**config.mk**
```make
export PLATFORM = sky130hd
export DESIGN_NAME = spi_shifter
export DESIGN_NICKNAME = d
export VERILOG_FILES = /design/src/rtl/spi_shifter_pkg.sv /design/src/rtl/spi_clkgen.sv /design/src/rtl/spi_shifter.sv
export SDC_FILE = /design/constraint.sdc
export NUM_CORES = 1
export LEC_CHECK = 0
export ABC_AREA = 1
export CAP_MARGIN = 15
export CORE_ASPECT_RATIO = 1.4
export CORE_MARGIN = 10
export CORE_UTILIZATION = 25
export DETAILED_ROUTE_END_ITERATION = 16
export DONT_BUFFER_PORTS = 1
export PLACE_DENSITY = 0.37
export SETUP_SLACK_MARGIN = 0.15
export SYNTH_ARGS = -nofsm -noshare
export SYNTH_HDL_FRONTEND = slang
export SYNTH_SLANG_ARGS = --single-unit
```
**constraint.sdc**
```tcl
create_clock -name i_clk -period 1.8 [get_ports i_clk]
set_input_delay 0.36 -clock i_clk [delete_from_list [all_inputs] [get_ports i_clk]]
set_output_delay 0.36 -clock i_clk [all_outputs]
set_load 0.02 [all_outputs]
```
**src/rtl/spi_shifter_pkg.sv**
```systemverilog
// Shared definitions for the SPI transfer engine: FSM states, SPI mode
// encodings, front-end register map and the SCLK half-period derivation.
package spi_shifter_pkg;

    typedef enum logic [1:0] {
        ST_IDLE  = 2'd0,
        ST_SHIFT = 2'd1,
        ST_DONE  = 2'd2
    } state_t;

    // {CPOL, CPHA}
    typedef enum logic [1:0] {
        MODE0 = 2'b00,
        MODE1 = 2'b01,
        MODE2 = 2'b10,
        MODE3 = 2'b11
    } spi_mode_t;

    typedef enum logic [1:0] {
        REG_CTRL   = 2'd0,
        REG_STATUS = 2'd1,
        REG_TXDATA = 2'd2,
        REG_RXDATA = 2'd3
    } reg_addr_t;

    localparam logic [4:0] LAST_EDGE = 5'd16;

    function automatic int half_cycles(input int clk_freq, input int sclk_freq);
        return clk_freq / (2 * sclk_freq);
    endfunction

endpackage

```
**src/rtl/spi_clkgen.sv**
```systemverilog
// SCLK half-period divider: while enabled, pulses tick for one clock every
// HALF clocks; held at its reload value while disabled.
module spi_clkgen #(
    parameter int HALF = 2
) (
    input  logic clk,
    input  logic rst,
    input  logic en,
    output logic tick
);

    localparam int CW = (HALF > 2) ? $clog2(HALF) : 1;
    localparam logic [CW-1:0] RELOAD = CW'(HALF - 1);

    logic [CW-1:0] cnt_reg;

    always_ff @(posedge clk or posedge rst) begin
        if (rst) begin
            cnt_reg <= RELOAD;
        end else if (!en || cnt_reg == '0) begin
            cnt_reg <= RELOAD;
        end else begin
            cnt_reg <= cnt_reg - 1'b1;
        end
    end

    assign tick = en && (cnt_reg == '0);

endmodule

```
**src/rtl/spi_shifter.sv**
```systemverilog
// Bit-level SPI engine: generates SCLK, shifts a byte out MSB-first on MOSI
// and collects eight MISO samples, for any of the four CPOL/CPHA modes.
module spi_shifter
    import spi_shifter_pkg::*;
#(
    parameter int CLK_FREQ  = 48_000_000,
    parameter int SCLK_FREQ = 1_000_000
) (
    input  logic       i_clk,
    input  logic       i_rst,
    input  logic       i_start,
    input  logic [7:0] i_data,
    input  logic       i_cpol,
    input  logic       i_cpha,
    output logic       o_busy,
    output logic       o_done,
    output logic [7:0] o_data,
    output logic       o_SCLK,
    output logic       o_MOSI,
    input  logic       i_MISO
);

    localparam int HALF = half_cycles(CLK_FREQ, SCLK_FREQ);

    generate
        if (HALF < 2) begin : g_half_check
            $error("spi_shifter: CLK_FREQ/(2*SCLK_FREQ) must be at least 2");
        end
    endgenerate

    state_t     state_reg, state_next;
    logic [7:0] tx_reg, tx_next;
    logic [7:0] rx_reg, rx_next;
    logic [4:0] edge_reg, edge_next;
    spi_mode_t  mode_reg, mode_next;
    logic       sclk_reg, sclk_next;
    logic       mosi_reg, mosi_next;
    logic       busy_reg, busy_next;
    logic       done_reg, done_next;
    logic [7:0] data_reg, data_next;
    logic       tick;
    logic [4:0] edge_k;

    assign edge_k = edge_reg + 5'd1;

    spi_clkgen #(.HALF(HALF)) u_clkgen (
        .clk  (i_clk),
        .rst  (i_rst),
        .en   (state_reg == ST_SHIFT),
        .tick (tick)
    );

    always_ff @(posedge i_clk or posedge i_rst) begin
        if (i_rst) begin
            state_reg <= ST_IDLE;
            tx_reg    <= 8'h00;
            rx_reg    <= 8'h00;
            edge_reg  <= 5'd0;
            mode_reg  <= MODE0;
            sclk_reg  <= 1'b0;
            mosi_reg  <= 1'b0;
            busy_reg  <= 1'b0;
            done_reg  <= 1'b0;
            data_reg  <= 8'h00;
        end else begin
            state_reg <= state_next;
            tx_reg    <= tx_next;
            rx_reg    <= rx_next;
            edge_reg  <= edge_next;
            mode_reg  <= mode_next;
            sclk_reg  <= sclk_next;
            mosi_reg  <= mosi_next;
            busy_reg  <= busy_next;
            done_reg  <= done_next;
            data_reg  <= data_next;
        end
    end

    always_comb begin
        state_next = state_reg;
        case (state_reg)
            ST_IDLE, ST_DONE: state_next = i_start ? ST_SHIFT : ST_IDLE;
            ST_SHIFT:         if (tick && edge_k == LAST_EDGE) state_next = ST_DONE;
            default:          state_next = ST_IDLE;
        endcase
    end

    always_comb begin
        tx_next   = tx_reg;
        rx_next   = rx_reg;
        edge_next = edge_reg;
        mode_next = mode_reg;
        sclk_next = sclk_reg;
        mosi_next = mosi_reg;
        busy_next = busy_reg;
        done_next = 1'b0;
        data_next = data_reg;
        case (state_reg)
            ST_IDLE, ST_DONE: begin
                sclk_next = i_cpol;
                busy_next = 1'b0;
                if (i_start) begin
                    tx_next   = i_data;
                    rx_next   = 8'h00;
                    mode_next = spi_mode_t'({i_cpol, i_cpha});
                    edge_next = 5'd0;
                    busy_next = 1'b1;
                    if (!i_cpha) mosi_next = i_data[7];
                end
            end
            ST_SHIFT: begin
                if (tick) begin
                    edge_next = edge_k;
                    // The final edge always lands on the idle level.
                    sclk_next = (edge_k == LAST_EDGE) ? mode_reg[1] : ~sclk_reg;
                    if (!mode_reg[0]) begin
                        if (edge_k[0]) begin
                            rx_next = {rx_reg[6:0], i_MISO};
                        end else if (edge_k != LAST_EDGE) begin
                            mosi_next = tx_reg[6];
                            tx_next   = {tx_reg[6:0], 1'b0};
                        end
                    end else begin
                        if (edge_k[0]) begin
                            mosi_next = tx_reg[7];
                            tx_next   = {tx_reg[6:0], 1'b0};
                        end else begin
                            rx_next = {rx_reg[6:0], i_MISO};
                        end
                    end
                    if (edge_k == LAST_EDGE) begin
                        busy_next = 1'b0;
                        done_next = 1'b1;
                        data_next = rx_next;
                    end
                end
            end
            default: ;
        endcase
    end

    assign o_busy = busy_reg;
    assign o_done = done_reg;
    assign o_data = data_reg;
    assign o_SCLK = sclk_reg;
    assign o_MOSI = mosi_reg;

endmodule
```
==> summary.md, run 1 <==
| Metric | Value |
|---|---|
| CTS Sinks | `42` |
| Area Growth Syn to Fin | `20.5%` |
| Core Area | `0.00851 mm^2` |
| Slowest cell on the critical path | `dfrtp_1` |
| Synth cell count leaders | `70 x nand2_1, 38 x dfrtp_1, 28 x inv_1` |
| Largest net degree at the start of global routing | `43` |
| WL/cell | `14.4 um` |
| Overall Global Routing Usage | `0.0854` |
| Layout cells sized above 1 | `0.222` |
| Cell with the most instances after synthesis | `nand2_1` |
| Seq/Total Area, Yosys | `0.489` |
| Synth Flop Type | `dfrtp_1` |
| DIE WIDTH | `98.5 um` |
| Async S/R FF share, synth | `1.00` |
| Non-filler cells, final | `371` |
| FILL cells | `924` |
| Drt pass-1 iters | `4` |
| Synth Net Count | `266` |
| Top cells by area, synth | `dfrtp_1 44%, nand2_1 12%, dfstp_2 4.9%, inv_1 4.9%, nand3_1 3.5%` |
| Io pins | `26` |
| Number of synthesized flops with an enable pin | `0` |
| Row count | `40` |
| Final WS setup | `0.255 ns` |
| Period utilization | `0.859` |
| Worst-Margin Slew | `0.354 ns` |
| First-pass GRT wire length | `8.89 mm` |
| Syn Area/Cell | `8.70 um^2` |
| PortBufs | `0` |
| Synth Cell Area | `0.00216 mm^2` |
| Critical path's most frequent cell | `buf_4` |
| Nets | `283` |
| WP data arrival | `1.69 ns` |
| Worst Skew | `0.00695 ns` |
| Initial Utilization | `0.254` |
| Critical Path Source Type | `register` |
| Hold Fails Final Rpt | `0` |
| CP endpoint kind | `register` |
| VDD IR-drop max | `522 uV` |
| HPWL Detailed | `3.70 mm` |
| Htree depth | `2` |
| Synthesized flop and latch total | `42` |
| RSZ-0062 raised after global routing | `yes` |
| Synthesized instance count | `248` |
| Drt via density | `4.46` |
| Setup violators final | `0` |
| Critical path required time | `1.95 ns` |
| Crit-path cells | `buf_4 > ha_1 > inv_1 > nor2_4 > nand3_4 > buf_4 > a21oi_1 > o21ai_0` |
| TritonCTS clock tree | `done` |
| WP buf/inv | `3` |
| Die area | `0.0128 mm^2` |
| Clock transition at path regs | `0.06 ns` |
| Vias | `1653` |
| Routed WL | `5.35 mm` |
| CTS root buf | `clkbuf_16` |
| Antenna-violating nets left | `0` |
| Relative slew slack | `0.764` |
| Iteration-0 DRC Markers | `53` |
| Number of global-route vias before repair | `1698` |
| Max stage delay on crit path | `0.35 ns` |
| Grt total ovfl | `0` |
| Final period demand of the worst path | `1.55 ns` |
| Die span in y | `130 um` |
| Worst skew pair latency | `0.29 ns` |
| Total power | `2000 uW` |
| F_max | `647 MHz` |
| Outcome | `finished clean` |
| Initial antenna violation count | `0` |
| Hold Path Class | `in2reg` |
| DP Worst Slack | `0.0539 ns` |
| Yosys warns | `0` |
| Post-synth top area cell | `dfrtp_1` |
| Synth cell types | `31` |
| Critical path fanouts, max | `8` |
| CTS Buf Count | `5` |
| Antenna cells | `0` |
| Critical path class | `reg2reg` |
| Placed cells | `354` |
| Max Cap Viol | `0` |
| Fin. max-slew vios | `0` |
| Post-synth top area share | `0.441` |
| Pwr Density | `771 mW/mm^2` |
| Setup_tns | `0 ns` |
| P_leak | `0.00137 uW` |
| Top cell family by delay on the critical path | `buffers and inverters` |
| DRC | `0` |
| Hold WS | `0.217 ns` |
| GPL Wtd Cong | `0.721` |
| Clk buf depth | `2` |
-- cell type report --
type	instances	area [um^2]	share of cell area
clock buffer	5	125	0.0481
clock inverter	3	40.0	0.0154
inverter	30	115	0.0443
multi-input combinational	171	988	0.380
sequential	42	1060	0.406
tap	105	131	0.0505
timing repair buffer	15	144	0.0553
-- final timing paths --
kind / from / endpoint / slack, ns / cells after the start
worst min-delay path: i_cpha / mode_reg[0] / 0.22 / 1
max in group asynchronous: i_rst / u_clkgen.cnt_reg[4] / 0.97 / 3
min in group asynchronous: i_rst / rx_reg[4] / 0.56 / 3
worst max register to register: edge_reg[0] / o_busy / 0.25 / 8
worst max-delay path: edge_reg[0] / o_busy / 0.25 / 8
worst min register to register: u_clkgen.cnt_reg[0] / u_clkgen.cnt_reg[0] / 0.45 / 1
-- layout by cell type, fill, tap and decap left out, drive strengths merged --
cell	Yosys	routed
nand4	11	11
nand3	17	17
nor2	14	15
dlygate4sd3	0	1
mux2i	1	1
ha	4	4
inv	30	29
xnor2	1	1
nand3b	1	1
clkinv	0	3
xor2	1	1
a21oi	9	9
o22ai	6	6
nand2	77	78
dfstp	4	4
mux2	1	1
or2	1	1
dfrtp	38	38
o21ai	23	23
nor3	2	2
buf	6	14
clkbuf	1	5
bufinv	0	1
-- cells by family after synthesis --
logic type | Yosys count | synth area share
AO/OA/AOI/OAI | 38 | 0.106
flip-flops | 42 | 0.489
XOR/XNOR | 2 | 0.0116
adder cells (fa/ha/maj) | 4 | 0.0232
AND/OR/NAND/NOR | 123 | 0.283
multiplexers | 2 | 0.00985
buffers and inverters | 37 | 0.0777
-- metrics by stage --
step,instance area (um^2),utilization
floorplan,2160,-
global placement,2320,0.273
detailed placement,2320,0.273
CTS,2540,0.299
global route,2600,0.306
finish,2600,0.306
-- worst register-to-register path, cell delays in order, from the launching register on --
cell and delay, ns:
dfrtp_1 0.35, buf_4 0.17, ha_1 0.18, inv_1 0.07, nor2_4 0.12, nand3_4 0.16, buf_4 0.18, a21oi_1 0.10
o21ai_0 0.08
-- per-layer routing --
layer | GRT usage | routed length, um | share of wire
met1 | 0.0904 | 2220 | 0.41
met2 | 0.150 | 2740 | 0.51
met3 | 0.0296 | 285 | 0.053
met4 | 0.0380 | 108 | 0.020
met5 | 0 | 0 | 0
-- what timing repair did --
action                                  in CTS  in global routing
resized for setup                            5                  9
gates cloned                                 0                  2
endpoints found under the setup margin      26                 28
pin swaps                                    2                  3
hold endpoints to repair                    13                  0
hold buffers                                 1                  0
setup buffers                                4                  2
-- power breakdown --
group	leakage, uW	internal [uW]	total (uW)	switching [uW]
logic	0.000787	9.02	32.5	23.5
clock network	0.0000836	649	1030	377
registers	0.000496	946	946	0.578
total	0.00137	1600	2000	401
Power figures use the tool's default switching activity.
==> inputs of run 2 (changes only) <==
--- a/config.mk
+++ b/config.mk
@@ -12,7 +12,7 @@
 export CORE_UTILIZATION = 25
 export DETAILED_ROUTE_END_ITERATION = 16
 export DONT_BUFFER_PORTS = 1
-export PLACE_DENSITY = 0.37
+export PLACE_DENSITY = 0.39
 export SETUP_SLACK_MARGIN = 0.15
 export SYNTH_ARGS = -nofsm -noshare
 export SYNTH_HDL_FRONTEND = slang
==> constraint.sdc (replaced) <==
create_clock -name i_clk -period 1.35 [get_ports i_clk]
set_input_delay 0.27 -clock i_clk [delete_from_list [all_inputs] [get_ports i_clk]]
set_output_delay 0.27 -clock i_clk [all_outputs]
set_load 0.02 [all_outputs]
==> summary.md, run 2 (synthesis gave the netlist of run 1 again) <==
| Metric | Value |
|---|---|
| CP endpoint kind | `register` |
| Worst-Margin Slew | `0.289 ns (-0.0650 ns)` |
| Largest net degree at the start of global routing | `43 (unchanged)` |
| Row count | `40 (unchanged)` |
| Antenna cells | `0 (unchanged)` |
| Initial Utilization | `0.254 (unchanged)` |
| Critical path fanouts, max | `8 (unchanged)` |
| Clock transition at path regs | `0.06 ns (about the same)` |
| Period utilization | `1.18 (+0.324)` |
| Critical path required time | `1.57 ns (-0.38 ns)` |
| Fin. max-slew vios | `0 (unchanged)` |
| Routed WL | `5.96 mm (+11%)` |
| TritonCTS clock tree | `done` |
| DRC | `0 (unchanged)` |
| CTS root buf | `clkbuf_16` |
| Initial antenna violation count | `0 (unchanged)` |
| PortBufs | `0 (unchanged)` |
| Relative slew slack | `0.808 (+0.0439)` |
| Max stage delay on crit path | `0.45 ns (+0.10 ns)` |
| Iteration-0 DRC Markers | `33 (-38%)` |
| VDD IR-drop max | `591 uV (+13%)` |
| RSZ-0062 raised after global routing | `yes` |
| Die area | `0.0128 mm^2 (unchanged)` |
| Core Area | `0.00851 mm^2 (unchanged)` |
| Hold Path Class | `in2reg` |
| Number of global-route vias before repair | `1961 (+15%)` |
| Layout cells sized above 1 | `0.530 (+0.308)` |
| Final period demand of the worst path | `1.60 ns (+0.0514 ns)` |
| Critical Path Source Type | `register` |
| WP data arrival | `1.82 ns (+0.13 ns)` |
| WL/cell | `14.7 um (+1.6%)` |
| Antenna-violating nets left | `0 (unchanged)` |
| Area Growth Syn to Fin | `52.8%` |
| CTS Sinks | `42 (unchanged)` |
| Worst Skew | `0.00442 ns (-0.00253 ns)` |
| Grt total ovfl | `0 (unchanged)` |
| First-pass GRT wire length | `9.74 mm (+9.6%)` |
| Final WS setup | `-0.247 ns (-0.501 ns)` |
| CTS Buf Count | `5 (unchanged)` |
| Drt pass-1 iters | `4 (unchanged)` |
| HPWL Detailed | `3.97 mm (+7.0%)` |
| Setup_tns | `-5.23 ns (-5.23 ns)` |
| Leading cell type in the layout, fill and taps excluded | `nand2_1` |
| Critical path class | `reg2reg` |
| Slowest cell on the critical path | `dfrtp_2` |
| Outcome | `complete, but fails checks` |
| Pwr Density | `768 mW/mm^2 (-0.36%)` |
| Final core occ | `0.388 (+0.0818)` |
| Die span in y | `130 um (unchanged)` |
| Worst skew pair latency | `0.29 ns (about the same)` |
| Htree depth | `2 (unchanged)` |
| Vias | `1868 (+13%)` |
| Commonest non-fill, non-tap cells in the layout | `54 x nand2_1, 35 x dfrtp_1, 29 x buf_4` |
| Drt via density | `4.59 (+3.0%)` |
| Crit-path cells | `buf_4 > buf_6 > xnor2_4 > buf_12 > buf_12 > buf_6 > o21ai_4 > inv_2 > a21oi_2` |
| Overall Global Routing Usage | `0.0942 (+0.00875)` |
| Clk buf depth | `2 (unchanged)` |
| P_leak | `0.00163 uW (+19%)` |
| Max Cap Viol | `0 (unchanged)` |
| Nets | `319 (+13%)` |
| Hold Fails Final Rpt | `0 (unchanged)` |
| DIE WIDTH | `98.5 um (unchanged)` |
| GPL Wtd Cong | `0.732 (+1.5%)` |
| Failing checks | `negative setup slack` |
| F_max | `626 MHz (-3.2%)` |
| Setup violators final | `35 (+35)` |
| Io pins | `26 (unchanged)` |
| Total power | `2530 uW (+26%)` |
-- run 2: cell count changes in the layout (fill, tap and decap cells not counted), moves of 6 or more --
| cell | change |
|---|---|
| buf_4 | +18 |
| nand3_2 | +8 |
| nand2_2 | +10 |
| nor2_1 | -6 |
| inv_1 | -9 |
| a21oi_1 | -6 |
| inv_2 | +9 |
| nand2_4 | +7 |
| nand3_1 | -9 |
| buf_6 | +13 |
| nand2_1 | -16 |
| o21ai_0 | -7 |
-- run 2: area by class of cell --
class / instances / area (um^2)
fill: 873 / 5210
multi-input combinational: 171 / 1310
sequential: 42 / 1060
timing repair buffer: 51 / 531
tap: 105 / 131
clock buffer: 6 / 129
inverter: 30 / 119
clock inverter: 2 / 13.8
-- run 2: path summary, 6_finish.rpt --
path | from | end | slack (ns) | depth (start not counted)
max reg2reg | edge_reg[0] | o_data[1] | -0.25 | 9
min in group asynchronous | i_rst | rx_reg[5] | 0.51 | 3
min reg2reg | tx_reg[3] | tx_reg[3] | 0.48 | 2
min | i_data[0] | tx_reg[0] | 0.12 | 2
max | edge_reg[0] | o_data[1] | -0.25 | 9
max in group asynchronous | i_rst | u_clkgen.cnt_reg[4] | 0.57 | 3
-- run 2: critical path: cells and delay by family, from the launching register on --
| family | cells | cell delay (ns) |
|---|---|---|
| compound gates | 2 | 0.25 |
| buf+inv | 6 | 0.71 |
| flops | 1 | 0.45 |
| xor+xnor | 1 | 0.12 |
-- run 2: where the power goes --
part	switching, uW	internal, uW
registers	0.845	1260
clock network	534	687
logic	34.9	14.4
-- run 2: repair_timing --
action	CTS	global route
gates resized for setup	42	58
setup endpoints to repair	40	41
pin swaps	13	29
cloned	2	1
hold endpoints to repair	38	0
hold buffers	1	0
setup buffers	4	14
-- run 2: metrics by stage --
stage / instances / cell area (um^2) / setup slack, ns / hold slack [ns]
global placement: 378 / 2570 / -0.211 / 0.219
floorplan: 248 / 2230 / -0.105 / 0.260
detailed placement: 378 / 2570 / -0.226 / 0.224
finish: 407 / 3300 / -0.247 / 0.120
global route: 407 / 3300 / -0.307 / 0.115
CTS: 393 / 2940 / -0.213 / 0.119
-- run 2: metal layers --
layer,routed length [um],vias up,track usage
met5,0,-,0
met4,127,0,0.0473
met3,264,7,0.0286
met2,3260,23,0.174
met1,2310,913,0.0928
li1,-,925,-
==> inputs of run 3 (changes only) <==
==> constraint.sdc (replaced) <==
create_clock -name i_clk -period 1.35 [get_ports i_clk]
set_input_delay 0.27 -clock i_clk [delete_from_list [all_inputs] [get_ports i_clk]]
set_output_delay 0.27 -clock i_clk [all_outputs]
set_load 0.05 [all_outputs]
==> summary.md, run 3 (synthesis gave the netlist of run 1 again) <==
| Metric | Value |
|---|---|
| Failing checks | `negative setup slack` |
| Slowest cell on the critical path | `dfrtp_2` |
| CTS Sinks | `42 (unchanged)` |
| Setup_tns | `-4.23 ns (+0.999 ns)` |
| Setup violators final | `34 (-2.9%)` |
| Top cell family by delay on the critical path | `simple AND/OR/NAND/NOR gates` |
| Row count | `40 (unchanged)` |
| Hold Path Class | `in2reg` |
| Drt pass-1 iters | `4 (unchanged)` |
| Final period demand of the worst path | `1.53 ns (-0.0701 ns)` |
| Routed WL | `5.67 mm (-5.0%)` |
| VDD IR-drop max | `661 uV (+12%)` |
| Die span in y | `130 um (unchanged)` |
| Drt via density | `4.45 (-2.9%)` |
| Nets | `308 (-3.4%)` |
| Final instance area | `0.00308 mm^2 (-6.5%)` |
| Max stage delay on crit path | `0.44 ns (about the same)` |
| Reg2reg start | `edge_reg[1]` |
| Iteration-0 DRC Markers | `88 (+170%)` |
| TritonCTS clock tree | `done` |
| Layout cells sized above 1 | `0.467 (-0.0624)` |
| Core Area | `0.00851 mm^2 (unchanged)` |
| P_leak | `0.00150 uW (-7.4%)` |
| Hold WS | `0.131 ns (+0.0110 ns)` |
| First-pass GRT wire length | `9.25 mm (-5.1%)` |
| HPWL Detailed | `3.97 mm (about the same)` |
| Worst skew pair latency | `0.29 ns (about the same)` |
| Critical path class | `reg2reg` |
| FILL cells | `891 (+2.1%)` |
| DP Area | `0.00261 mm^2 (+1.3%)` |
| Worst-Margin Slew | `0.459 ns (+0.171 ns)` |
| Crit-path cells | `ha_4 > nand3_2 > nand2_2 > nand2_4 > nand3_4 > nor2_4 > a21oi_1` |
| F_max | `655 MHz (+4.6%)` |
| Worst Skew | `0.00482 ns (+0.000398 ns)` |
| Htree depth | `2 (unchanged)` |
| Period utilization | `1.13 (-0.0519)` |
| Total power | `2700 uW (+6.5%)` |
| R2r worst-path depth | `7 (-2)` |
| Hold Fails Final Rpt | `0 (unchanged)` |
| Critical path required time | `1.51 ns (-0.06 ns)` |
| Reg2Reg Setup Slack | `-0.18 ns (+0.07 ns)` |
| DRC | `0 (unchanged)` |
| Commonest non-fill, non-tap cells in the layout | `58 x nand2_1, 27 x dfrtp_1, 26 x buf_4` |
| Vias | `1764 (-5.6%)` |
| Pwr Density | `874 mW/mm^2 (+14%)` |
| Worst Setup SP | `edge_reg[1]` |
| Initial Utilization | `0.254 (unchanged)` |
| Overall Global Routing Usage | `0.0899 (-0.00423)` |
| Critical Path Source Type | `register` |
| Clock transition at path regs | `0.06 ns (about the same)` |
| Relative slew slack | `0.694 (-0.114)` |
| WP data arrival | `1.69 ns (-0.13 ns)` |
| RSZ-0062 raised after global routing | `yes` |
| Fin. max-slew vios | `0 (unchanged)` |
| Io pins | `26 (unchanged)` |
| WL/cell | `14.3 um (-2.3%)` |
| Antenna cells | `0 (unchanged)` |
| CP Depth | `7 (-2)` |
| Reg2Reg Capture Point | `o_data[4]` |
| CTS Buf Count | `5 (unchanged)` |
| CTS root buf | `clkbuf_16` |
| Max Cap Viol | `0 (unchanged)` |
| Number of global-route vias before repair | `1808 (-7.8%)` |
| Grt total ovfl | `0 (unchanged)` |
| PortBufs | `0 (unchanged)` |
| GPL Wtd Cong | `0.734 (+0.36%)` |
| Area Growth Syn to Fin | `42.9%` |
| DIE WIDTH | `98.5 um (unchanged)` |
| Final WS setup | `-0.177 ns (+0.0701 ns)` |
| DP Worst Slack | `-0.210 ns (+0.0155 ns)` |
| Largest net degree at the start of global routing | `22 (-49%)` |
| Leading cell type in the layout, fill and taps excluded | `nand2_1` |
| CP endpoint kind | `register` |
| Antenna-violating nets left | `0 (unchanged)` |
| Initial antenna violation count | `0 (unchanged)` |
| Clk buf depth | `2 (unchanged)` |
| Die area | `0.0128 mm^2 (unchanged)` |
| End point of the critical path | `o_data[4]` |
| Outcome | `complete, but fails checks` |
| WP buf/inv | `0 (-6)` |
| Critical path fanouts, max | `7 (-1)` |
-- run 3: cell count changes in the layout (fill, tap and decap cells not counted), moves of 4 or more --
cell     change
o21ai_4      -4
buf_6        -6
nor2_1       +5
nand2_1      +4
dfrtp_1      -8
dfrtp_2      +8
nand2_4      -5
nor2_2       -4
inv_1        +5
inv_2        -5
-- run 3: how the worst min path moves through the flow --
stage / startpoint / endpoint / depth (start not counted)
floorplan: i_rst / edge_reg[1] / 1
global placement: i_rst / rx_reg[6] / 1
detailed placement: i_rst / rx_reg[6] / 1
CTS: i_cpha / mode_reg[0] / 1
global route: i_data[0] / tx_reg[0] / 2
finish: i_cpha / mode_reg[0] / 1
-- run 3: worst register-to-register path, stage by stage, from the launching register on --
cell,delay [ns]
dfrtp_2,0.44
ha_4,0.19
nand3_2,0.07
nand2_2,0.07
nand2_4,0.11
nand3_4,0.15
nor2_4,0.27
a21oi_1,0.11
-- run 3: layout make-up --
| type | count | area [um^2] | area share |
|---|---|---|---|
| clock inverters | 3 | 40.0 | 0.0130 |
| flip-flops and latches | 42 | 1070 | 0.347 |
| clock buffers | 5 | 125 | 0.0406 |
| inverters | 30 | 121 | 0.0394 |
| well taps | 105 | 131 | 0.0426 |
| multi-input cells | 171 | 1210 | 0.391 |
| repair buffers | 40 | 390 | 0.127 |
-- run 3: stage by stage --
stage,util,instances
after floorplan,-,248
after global placement,0.306,380
after detailed placement,0.306,380
after CTS,0.346,391
after global routing,0.363,396
final,0.363,396
-- run 3: per-layer routing --
metal	share of wire	routed length, um	track usage
met3	0.047	269	0.0286
met4	0.020	113	0.0406
met5	0	0	0
met1	0.40	2240	0.0948
met2	0.54	3040	0.160
-- run 3: repair_timing --
item | in CTS | in global routing
setup buffers | 1 | 4
cloned | 1 | 1
pin swaps | 7 | 18
hold buffers | 1 | 0
setup endpoints to repair | 49 | 43
gates resized for setup | 40 | 29
hold endpoints to repair | 7 | 0
-- run 3: where the power goes --
group | total [uW] | leakage [uW] | switching, uW | internal, uW
Sequential | 1260 | 0.000480 | 0.796 | 1260
Clock | 1380 | 0.0000836 | 518 | 866
Combinational | 49.9 | 0.000941 | 34.8 | 15.1
